`config.mk`:
```
export PLATFORM = sky130hd
export DESIGN_NAME = rv32_trap_unit_flat
export DESIGN_NICKNAME = d
export VERILOG_FILES = /design/src/rtl/rv32_trap_unit_if.sv /design/src/rtl/rv32_trap_unit.sv /design/src/flat_wrapper.sv
export SDC_FILE = /design/constraint.sdc
export NUM_CORES = 1
export LEC_CHECK = 0
export ABC_AREA = 1
export CAP_MARGIN = 10
export CORE_ASPECT_RATIO = 0.75
export CORE_MARGIN = 2
export CORE_UTILIZATION = 35
export DETAILED_ROUTE_END_ITERATION = 10
export HOLD_SLACK_MARGIN = 0.15
export PLACE_DENSITY = 0.87
export SLEW_MARGIN = 20
export SYNTH_ARGS = -nofsm -noshare
export SYNTH_HDL_FRONTEND = slang
export SYNTH_SLANG_ARGS = --single-unit
```
`constraint.sdc`:
```
create_clock -name clk -period 2.15 [get_ports clk]
set_clock_uncertainty 0.15 [all_clocks]
set_input_delay 0.3225 -clock clk [delete_from_list [all_inputs] [get_ports clk]]
set_output_delay 0.3225 -clock clk [all_outputs]
set_load 0.05 [all_outputs]
```
`src/rtl/rv32_trap_unit_if.sv`:
```
// Shared trap types and the writeback/trap interface between the pipeline and the trap unit.
// The pipeline side is the master; the trap unit is the slave.

package rv32_trap_pkg;

   typedef struct packed {
      logic [18:0] rsv_31_13;
      logic [1:0]  mpp;
      logic [2:0]  rsv_10_8;
      logic        mpie;
      logic [2:0]  rsv_6_4;
      logic        mie;
      logic [2:0]  rsv_2_0;
   } mstatus_t;

   typedef struct packed {
      logic        do_interrupt;
      logic        is_mret;
      logic [31:0] from;
   } interrupt_request_t;

endpackage

interface rv32_trap_unit_if;

   logic                              wb_valid;
   logic [31:0]                       wb_pc;
   logic [31:0]                       wb_next_pc;
   logic                              wb_is_ecall;
   logic                              wb_is_ebreak;
   logic                              wb_is_mret;
   rv32_trap_pkg::interrupt_request_t interrupt_request;
   logic                              mcause_write;
   logic [31:0]                       mcause_value;
   logic                              redirect_valid;
   logic [31:0]                       redirect_pc;
   logic                              flush;

   modport master (
      output wb_valid, wb_pc, wb_next_pc, wb_is_ecall, wb_is_ebreak, wb_is_mret,
      input  interrupt_request, mcause_write, mcause_value, redirect_valid, redirect_pc, flush
   );

   modport slave (
      input  wb_valid, wb_pc, wb_next_pc, wb_is_ecall, wb_is_ebreak, wb_is_mret,
      output interrupt_request, mcause_write, mcause_value, redirect_valid, redirect_pc, flush
   );

endinterface

```
`src/rtl/rv32_trap_unit.sv`:
```
// Precise trap/interrupt sequencer: picks ecall/ebreak/mret/interrupt at a retirement boundary,
// redirects and flushes in the same cycle, then holds off further traps while the pipe refills.

module rv32_trap_unit
   import rv32_trap_pkg::*;
#(
   parameter int unsigned SYNC_STAGES  = 2,
   parameter int unsigned FLUSH_CYCLES = 3
) (
   input  logic             clk,
   input  logic             resetn,
   input  logic             irq_ext_i,
   input  logic             irq_timer_i,
   input  mstatus_t         mstatus_i,
   input  logic [31:0]      mtvec_i,
   input  logic [31:0]      mepc_i,
   rv32_trap_unit_if.slave  trap_if,
   output logic             trap_busy_o
);

   localparam logic [2:0]  HoldInit   = 3'(FLUSH_CYCLES - 1);
   localparam logic [31:0] CauseEcall = 32'd11;
   localparam logic [31:0] CauseEbrk  = 32'd3;
   localparam logic [31:0] CauseExt   = 32'h8000_000B;
   localparam logic [31:0] CauseTim   = 32'h8000_0007;
   localparam logic [31:0] VecOffExt  = 32'd44;
   localparam logic [31:0] VecOffTim  = 32'd28;

   typedef enum logic [0:0] {StIdle, StHold} state_e;

   state_e                 state_q;
   logic [2:0]             hcnt_q;
   logic                   busy_q;
   logic [SYNC_STAGES-1:0] sync_q;

   logic        ext_s;
   logic        pend_ext;
   logic        pend_tim;
   logic [31:0] vec_base;
   logic        take;
   logic        is_mret;
   logic        mcause_we;
   logic [31:0] cause;
   logic [31:0] from_pc;
   logic [31:0] target;
   logic        unused_bits;

   assign ext_s    = sync_q[SYNC_STAGES-1];
   assign pend_ext = ext_s & mstatus_i.mie;
   assign pend_tim = irq_timer_i & mstatus_i.mie;
   assign vec_base = {mtvec_i[31:2], 2'b00};

   // Only mie, the aligned mtvec base and the aligned mepc are architecturally meaningful here.
   assign unused_bits = ^{mstatus_i, mtvec_i[1], mepc_i[1:0]};

   always_comb begin
      take      = 1'b0;
      is_mret   = 1'b0;
      mcause_we = 1'b0;
      cause     = '0;
      from_pc   = '0;
      target    = '0;
      if (resetn && (state_q == StIdle) && trap_if.wb_valid) begin
         if (trap_if.wb_is_ecall) begin
            take      = 1'b1;
            mcause_we = 1'b1;
            cause     = CauseEcall;
            from_pc   = trap_if.wb_pc;
            target    = vec_base;
         end else if (trap_if.wb_is_ebreak) begin
            take      = 1'b1;
            mcause_we = 1'b1;
            cause     = CauseEbrk;
            from_pc   = trap_if.wb_pc;
            target    = vec_base;
         end else if (trap_if.wb_is_mret) begin
            take      = 1'b1;
            is_mret   = 1'b1;
            from_pc   = trap_if.wb_pc;
            target    = {mepc_i[31:2], 2'b00};
         end else if (pend_ext) begin
            // Interrupts retire the current instruction, so mepc gets the next PC.
            take      = 1'b1;
            mcause_we = 1'b1;
            cause     = CauseExt;
            from_pc   = trap_if.wb_next_pc;
            target    = mtvec_i[0] ? vec_base + VecOffExt : vec_base;
         end else if (pend_tim) begin
            take      = 1'b1;
            mcause_we = 1'b1;
            cause     = CauseTim;
            from_pc   = trap_if.wb_next_pc;
            target    = mtvec_i[0] ? vec_base + VecOffTim : vec_base;
         end
      end
   end

   assign trap_if.interrupt_request.do_interrupt = take;
   assign trap_if.interrupt_request.is_mret      = is_mret;
   assign trap_if.interrupt_request.from         = from_pc;
   assign trap_if.mcause_write                   = mcause_we;
   assign trap_if.mcause_value                   = cause;
   assign trap_if.redirect_valid                 = take;
   assign trap_if.redirect_pc                    = target;
   assign trap_if.flush                          = take;
   assign trap_busy_o                            = busy_q;

   always_ff @(posedge clk) begin
      if (!resetn) begin
         state_q <= StIdle;
         hcnt_q  <= '0;
         busy_q  <= 1'b0;
         sync_q  <= '0;
      end else begin
         sync_q <= {sync_q[SYNC_STAGES-2:0], irq_ext_i};
         unique case (state_q)
            StIdle: begin
               if (take) begin
                  state_q <= StHold;
                  hcnt_q  <= HoldInit;
                  busy_q  <= 1'b1;
               end
            end
            StHold: begin
               if (hcnt_q == 3'd0) begin
                  state_q <= StIdle;
                  busy_q  <= 1'b0;
               end else begin
                  hcnt_q <= hcnt_q - 3'd1;
               end
            end
            default: begin
               state_q <= StIdle;
               busy_q  <= 1'b0;
            end
         endcase
      end
   end

endmodule
```
`src/flat_wrapper.sv`:
```
// flat-port wrapper written by rule: the top's interface ports become plain ports
module rv32_trap_unit_flat import rv32_trap_pkg::*;
#(
   parameter int unsigned SYNC_STAGES  = 2,
   parameter int unsigned FLUSH_CYCLES = 3
)
  (clk, resetn, irq_ext_i, irq_timer_i, mstatus_i, mtvec_i, mepc_i, trap_busy_o, trap_if_wb_valid, trap_if_wb_pc, trap_if_wb_next_pc, trap_if_wb_is_ecall, trap_if_wb_is_ebreak, trap_if_wb_is_mret, trap_if_interrupt_request, trap_if_mcause_write, trap_if_mcause_value, trap_if_redirect_valid, trap_if_redirect_pc, trap_if_flush);
  rv32_trap_unit_if trap_if_i ();
  input  logic clk;
  input  logic resetn;
  input  logic irq_ext_i;
  input  logic irq_timer_i;
  input  mstatus_t mstatus_i;
  input  logic [31:0] mtvec_i;
  input  logic [31:0] mepc_i;
  output logic trap_busy_o;
  input wire logic [$bits(trap_if_i.wb_valid)-1:0] trap_if_wb_valid;
  input wire logic [$bits(trap_if_i.wb_pc)-1:0] trap_if_wb_pc;
  input wire logic [$bits(trap_if_i.wb_next_pc)-1:0] trap_if_wb_next_pc;
  input wire logic [$bits(trap_if_i.wb_is_ecall)-1:0] trap_if_wb_is_ecall;
  input wire logic [$bits(trap_if_i.wb_is_ebreak)-1:0] trap_if_wb_is_ebreak;
  input wire logic [$bits(trap_if_i.wb_is_mret)-1:0] trap_if_wb_is_mret;
  output wire logic [$bits(trap_if_i.interrupt_request)-1:0] trap_if_interrupt_request;
  output wire logic [$bits(trap_if_i.mcause_write)-1:0] trap_if_mcause_write;
  output wire logic [$bits(trap_if_i.mcause_value)-1:0] trap_if_mcause_value;
  output wire logic [$bits(trap_if_i.redirect_valid)-1:0] trap_if_redirect_valid;
  output wire logic [$bits(trap_if_i.redirect_pc)-1:0] trap_if_redirect_pc;
  output wire logic [$bits(trap_if_i.flush)-1:0] trap_if_flush;
  assign trap_if_i.wb_valid = trap_if_wb_valid;
  assign trap_if_i.wb_pc = trap_if_wb_pc;
  assign trap_if_i.wb_next_pc = trap_if_wb_next_pc;
  assign trap_if_i.wb_is_ecall = trap_if_wb_is_ecall;
  assign trap_if_i.wb_is_ebreak = trap_if_wb_is_ebreak;
  assign trap_if_i.wb_is_mret = trap_if_wb_is_mret;
  assign trap_if_interrupt_request = trap_if_i.interrupt_request;
  assign trap_if_mcause_write = trap_if_i.mcause_write;
  assign trap_if_mcause_value = trap_if_i.mcause_value;
  assign trap_if_redirect_valid = trap_if_i.redirect_valid;
  assign trap_if_redirect_pc = trap_if_i.redirect_pc;
  assign trap_if_flush = trap_if_i.flush;
  rv32_trap_unit #(.SYNC_STAGES(SYNC_STAGES), .FLUSH_CYCLES(FLUSH_CYCLES)) u_core (.clk(clk), .resetn(resetn), .irq_ext_i(irq_ext_i), .irq_timer_i(irq_timer_i), .mstatus_i(mstatus_i), .mtvec_i(mtvec_i), .mepc_i(mepc_i), .trap_if(trap_if_i), .trap_busy_o(trap_busy_o));
endmodule
```
Word level (Yosys, flattened, before mapping)
Index checks and enable logic that the tools add are counted.
{"block": "classes", "addsub": 3, "n_eq_ne": 3, "muxes": 43, "bitwise": 3, "n_reduce_logical": 5}
{"op": "two-way mux 32 bit", "n": 20}
{"op": "adder 32 x 5 -> 32 bit (second input constant)", "n": 1}
{"op": "adder 32 x 6 -> 32 bit (second input constant)", "n": 1}
{"op": "two-way mux 1 bit", "n": 18}
{"op": "two-way mux 3 bit", "n": 2}
{"op": "!= test 2 bit (second input constant)", "n": 3}
{"op": "case mux 3 bit (2 select lines)", "n": 1}
{"op": "case mux 1 bit (2 select lines)", "n": 2}
{"op": "AND reduction 2 bit", "n": 2}
{"op": "logical NOT 3 bit", "n": 1}
{"op": "subtractor 3 x 1 -> 3 bit (second input constant)", "n": 1}
{"op": "bitwise AND 1 bit", "n": 2}
{"op": "logical AND 1 bit", "n": 2}
{"op": "inverter 1 bit", "n": 1}
{"block": "totals", "reg_bits": 7, "input_bits": 168, "out_inout_bits": 102, "word_cells": 61}

Depth between registers and ports, before layout
{"block": "logic_depth", "ltp_word": 9, "depth_mapped": 15, "depth_no_buf": 15}

Least setup slack after synthesis
Ideal clock, no wire load.
{"block": "synth_timing", "path_type": "in2out", "start": "input port mtvec_i[2]", "end": "output port trap_if_redirect_pc[16]", "arrival_time_ns": 2.133, "required_ns": 1.678, "setup_slack_ns": -0.455, "path_stages": 13, "n_path_buf": 0, "cell_sequence": "inv_1 -> ha_1 -> inv_1 -> nand2_1 -> nand2_1 -> nand2_1 -> inv_2 -> nand2_1 -> nor2_2 -> nand2_1 -> nand2_1 -> nand3_1 -> a21oi_1"}
{"block": "synth_via", "elab_chain_cells": 8, "elab_cells_between_ends": 10, "classes_between": "2 x add/sub; 8 x mux"}
{"element": "start: declaration", "line": "flat_wrapper.sv:14", "rtl": "input logic [31:0] mtvec_i;"}
{"element": "adder 32 x 5 -> 32 bit", "line": "rv32_trap_unit.sv:93", "rtl": "target = mtvec_i[0] ? vec_base + VecOffTim : vec_base;"}
{"element": "two-way mux 32 bit", "line": "rv32_trap_unit.sv:93"}
{"element": "two-way mux 32 bit", "line": "rv32_trap_unit.sv:88", "rtl": "end else if (pend_tim) begin"}
{"element": "two-way mux 32 bit (*)", "line": "rv32_trap_unit.sv:81", "rtl": "end else if (pend_ext) begin"}
{"element": "two-way mux 32 bit (*)", "line": "rv32_trap_unit.sv:76", "rtl": "end else if (trap_if.wb_is_mret) begin"}
{"element": "two-way mux 32 bit (*)", "line": "rv32_trap_unit.sv:70", "rtl": "end else if (trap_if.wb_is_ebreak) begin"}
{"element": "two-way mux 32 bit (*)", "line": "rv32_trap_unit.sv:64", "rtl": "if (trap_if.wb_is_ecall) begin"}
{"element": "two-way mux 32 bit (*)", "line": "rv32_trap_unit.sv:63", "rtl": "if (resetn && (state_q == StIdle) && trap_if.wb_valid) begin"}
{"element": "end: declaration", "line": "flat_wrapper.sv:27", "rtl": "output wire logic [$bits(trap_if_i.redirect_pc)-1:0] trap_if_redirect_pc;"}
Every way passes the cells marked *; elsewhere a longest branch is shown, timed or not.

Worst setup path after layout
{"block": "layout_timing", "start": "input port mtvec_i[2]", "end": "output port trap_if_redirect_pc[14]"}
The elaborated chain is that of the path after synthesis.

==> reports/qor.yml <==
outcome: "finished with violations"
violations: "setup timing"
num_rows: 31
synth_area_um2: 3460
first_pass_iters: 8
start_util: 0.360
drt_iter0_markers: 1341
dp_hpwl_um: 14500
synthCells: 637
crit_chain: "buf_8 -> inv_4 -> ha_4 -> nand2_2 -> nand3_2 -> inv_2 -> nand2_2 -> o21bai_1 -> nand3_1 -> nand2_1 -> a21oi_2 -> nor2_4 -> buf_8"
min_period_ns: 2.47
synth_ff_type: "dfxtp_1"
drive_gt1_frac: 0.548
nets: 1152
synth_seq_cells: 7
pwr-share-seq: 0.063
end_kind: "output port"
worst-path-stages: 13
setup.worst_path.class: "in -> out"
yosysMostFrequentCell: "nand2_1"
synthTopCellsByCount: "157 x nand2_1, 73 x nand3_1, 72 x inv_1, 69 x nor2_1, 38 x buf_4"
async_flop_share: 0
yosys_warnings: 0
avgViaCountPerCell: 6.41
setup_viol: 32
area_growth_pct: 140
yosysTopAreaCellShare: 0.170
hold_depth: 4
grt-ovfl-total: 0
syn_area_per_cell_um2: 5.43
antenna_found_initial: 1
dp.cells: 1072
die_h_um: 90.1
die_w_um: 119
synthTopCellsByArea: "nand2_1 17%, nand3_1 11%, a32o_1 9.3%"
cts-root-buf: "clkbuf_16"
p_clk_frac: 0.165
worst_path_largest_cell_delay_ns: 0.26
path_max_fanout: 3
grt_setup_unrepaired: "true"
synth.largest_area_cell: "nand2_1"
cp.required_ns: 1.68
track_usage: 0.395
cts_tree: "yes"
fmax_ghz: 0.405
period_share: 1.15
fillCellCount: 461
htree_num_levels: 1
multi_input_area_um2: 3670
leakage_nw: 3.78
path_clk_slew_ns: 0.04
hold_violations: 0
final_area_um2: 8310
p_int_w: 0.00114
slowest_stage: "nand3_1"
place_area_um2: 6890
wirelength_um: 28300
crit_family: "simple AND/OR/NAND/NOR gates"
globalplace.congestion: 0.984
drv_cap: 0
wl_per_cell_um: 25.5
numCtsBuffers: 3
clk-insertion-delay-late_ns: 0.27
fin_ws_ns: -0.319
die_area_um2: 10700
cts_buffer_depth: 2
grt_pass1_wl_um: 33800
port-buffer-count: 206
drv_slew: 0
sw_frac_of_total: 0.515
p_comb_frac: 0.773
tightest_slew_ns: 0.515
fin_setup_tns_ns: -4.18
pin_count: 270
final_cells: 1113
yosysSeqAreaShare: 0.0405
ant_nets: 0
cts_num_sinks: 7
final-seq-area_um2: 145
hold_path.class: "in -> reg"
route.detailed.drc: 0
ir_worst_vdd_mv: 0.653
pwr_density_cell_nw_per_um2: 282
worstPathArrival_ns: 2.00
grt_pass1_vias: 6223
synth_edf_count: 0
rr_worst_depth: 9
worst-path-buf-inv: 4
vias: 7136
synth_cell_types: 36
p_sw_w: 0.00121
startpoint_type: "input pin"
slew_headroom: 0.656
grt_max_degree: 18
core_area_um2: 9620
-- sequential cells by signal (all words and copies together), names as in the netlist --
name / flops
u_core.hcnt_q: 3
u_core.trap_busy_o: 1
u_core.state_q: 1
u_core.sync_q: 2
-- layout make-up --
cell class                      count  share of cell area
Timing Repair Buffer              370               0.468
Multi-Input combinational cell    516               0.442
Inverter                           82              0.0423
Tap cell                          132              0.0199
Sequential cell                     7              0.0175
Clock buffer                        4             0.00948
Timing Repair inverter              1            0.000602
Antenna cell                        1            0.000301
-- tightest hold or removal path, cell delays in order --
cell and delay, ns:
buf_2 0.13, buf_4 0.16, nand2_1 0.07, inv_1 0.05
-- power by group through the flow --
| stage | clock network [W] | logic (W) | registers [W] |
|---|---|---|---|
| floorplan | 0 | 0.000727 | 0.000150 |
| global placement | 0 | 0.00141 | 0.000145 |
| detailed placement | 0 | 0.00144 | 0.000146 |
| CTS | 0.000341 | 0.00155 | 0.000145 |
| global route | 0.000400 | 0.00184 | 0.000147 |
| finish | 0.000386 | 0.00181 | 0.000147 |
-- layout by cell type, fill, tap and decap left out, types with 6 or more instances in the layout --
cell type / synthesis / routed
o21ai_1: 7 / 8
nand4_1: 9 / 9
buf_4: 38 / 140
nor2_4: 9 / 44
inv_2: 10 / 23
nor2_2: 18 / 22
a32o_2: 0 / 32
conb_1: 1 / 29
nand2_1: 157 / 104
o221ai_1: 16 / 11
nor2_1: 69 / 31
buf_2: 10 / 14
inv_1: 72 / 46
a21oi_1: 23 / 10
inv_4: 0 / 9
nand2_2: 12 / 40
a211oi_1: 9 / 6
nand2_4: 0 / 22
buf_12: 0 / 46
clkdlybuf4s50_1: 0 / 97
buf_8: 0 / 13
buf_6: 1 / 44
nand3_1: 73 / 58
o21ai_0: 13 / 6
a21oi_2: 3 / 14
nand3_2: 2 / 14
o21ai_2: 0 / 6
-- per-stage QoR --
| step | setup slack, ns | hold WS, ns | power [W] | util |
|---|---|---|---|---|
| finish | -0.319 | 0.347 | 0.00234 | 0.864 |
| detailed placement | -0.700 | 0.309 | 0.00158 | 0.716 |
| floorplan | -0.108 | 0.240 | 0.000876 | - |
| global route | -0.334 | 0.362 | 0.00239 | 0.864 |
| global placement | -0.628 | 0.257 | 0.00156 | 0.716 |
| CTS | -0.0871 | 0.327 | 0.00204 | 0.797 |
-- final timing paths --
path         slack [ns]                   startpoint                            end
max reg2reg       -0.04  u_core.sync_q[1]$_SDFF_PN0_  u_core.hcnt_q[0]$_SDFFE_PN0P_
min reg2reg        0.35  u_core.sync_q[0]$_SDFF_PN0_    u_core.sync_q[1]$_SDFF_PN0_
max               -0.32                   mtvec_i[2]        trap_if_redirect_pc[14]
min                0.35                       resetn    u_core.sync_q[1]$_SDFF_PN0_
-- timing repair --
| action | in CTS | in global routing |
|---|---|---|
| gates resized for setup | 289 | 201 |
| buffers inserted | 20 | 15 |
| hold buffers | 0 | 0 |
| pin swaps | 58 | 85 |
| cloned | 4 | 3 |
| setup endpoints to repair | 76 | 53 |
-- routing by layer --
layer,global-route usage,share of wire
met3,0.0971,0.14
met2,0.652,0.43
met4,0.199,0.10
met5,0,0
met1,0.477,0.32
-- kinds of logic after synthesis --
group / after synthesis / share of synthesized area
AOI/OAI and AO/OA: 117 / 0.252
xor gates and xnor gates: 5 / 0.0127
adders and majority gates: 3 / 0.0108
buffers and inverters: 143 / 0.202
DFF: 7 / 0.0405
other: 1 / 0.00108
and+or+nand+nor: 361 / 0.480
Note: power is estimated with default switching activity, not from simulation.
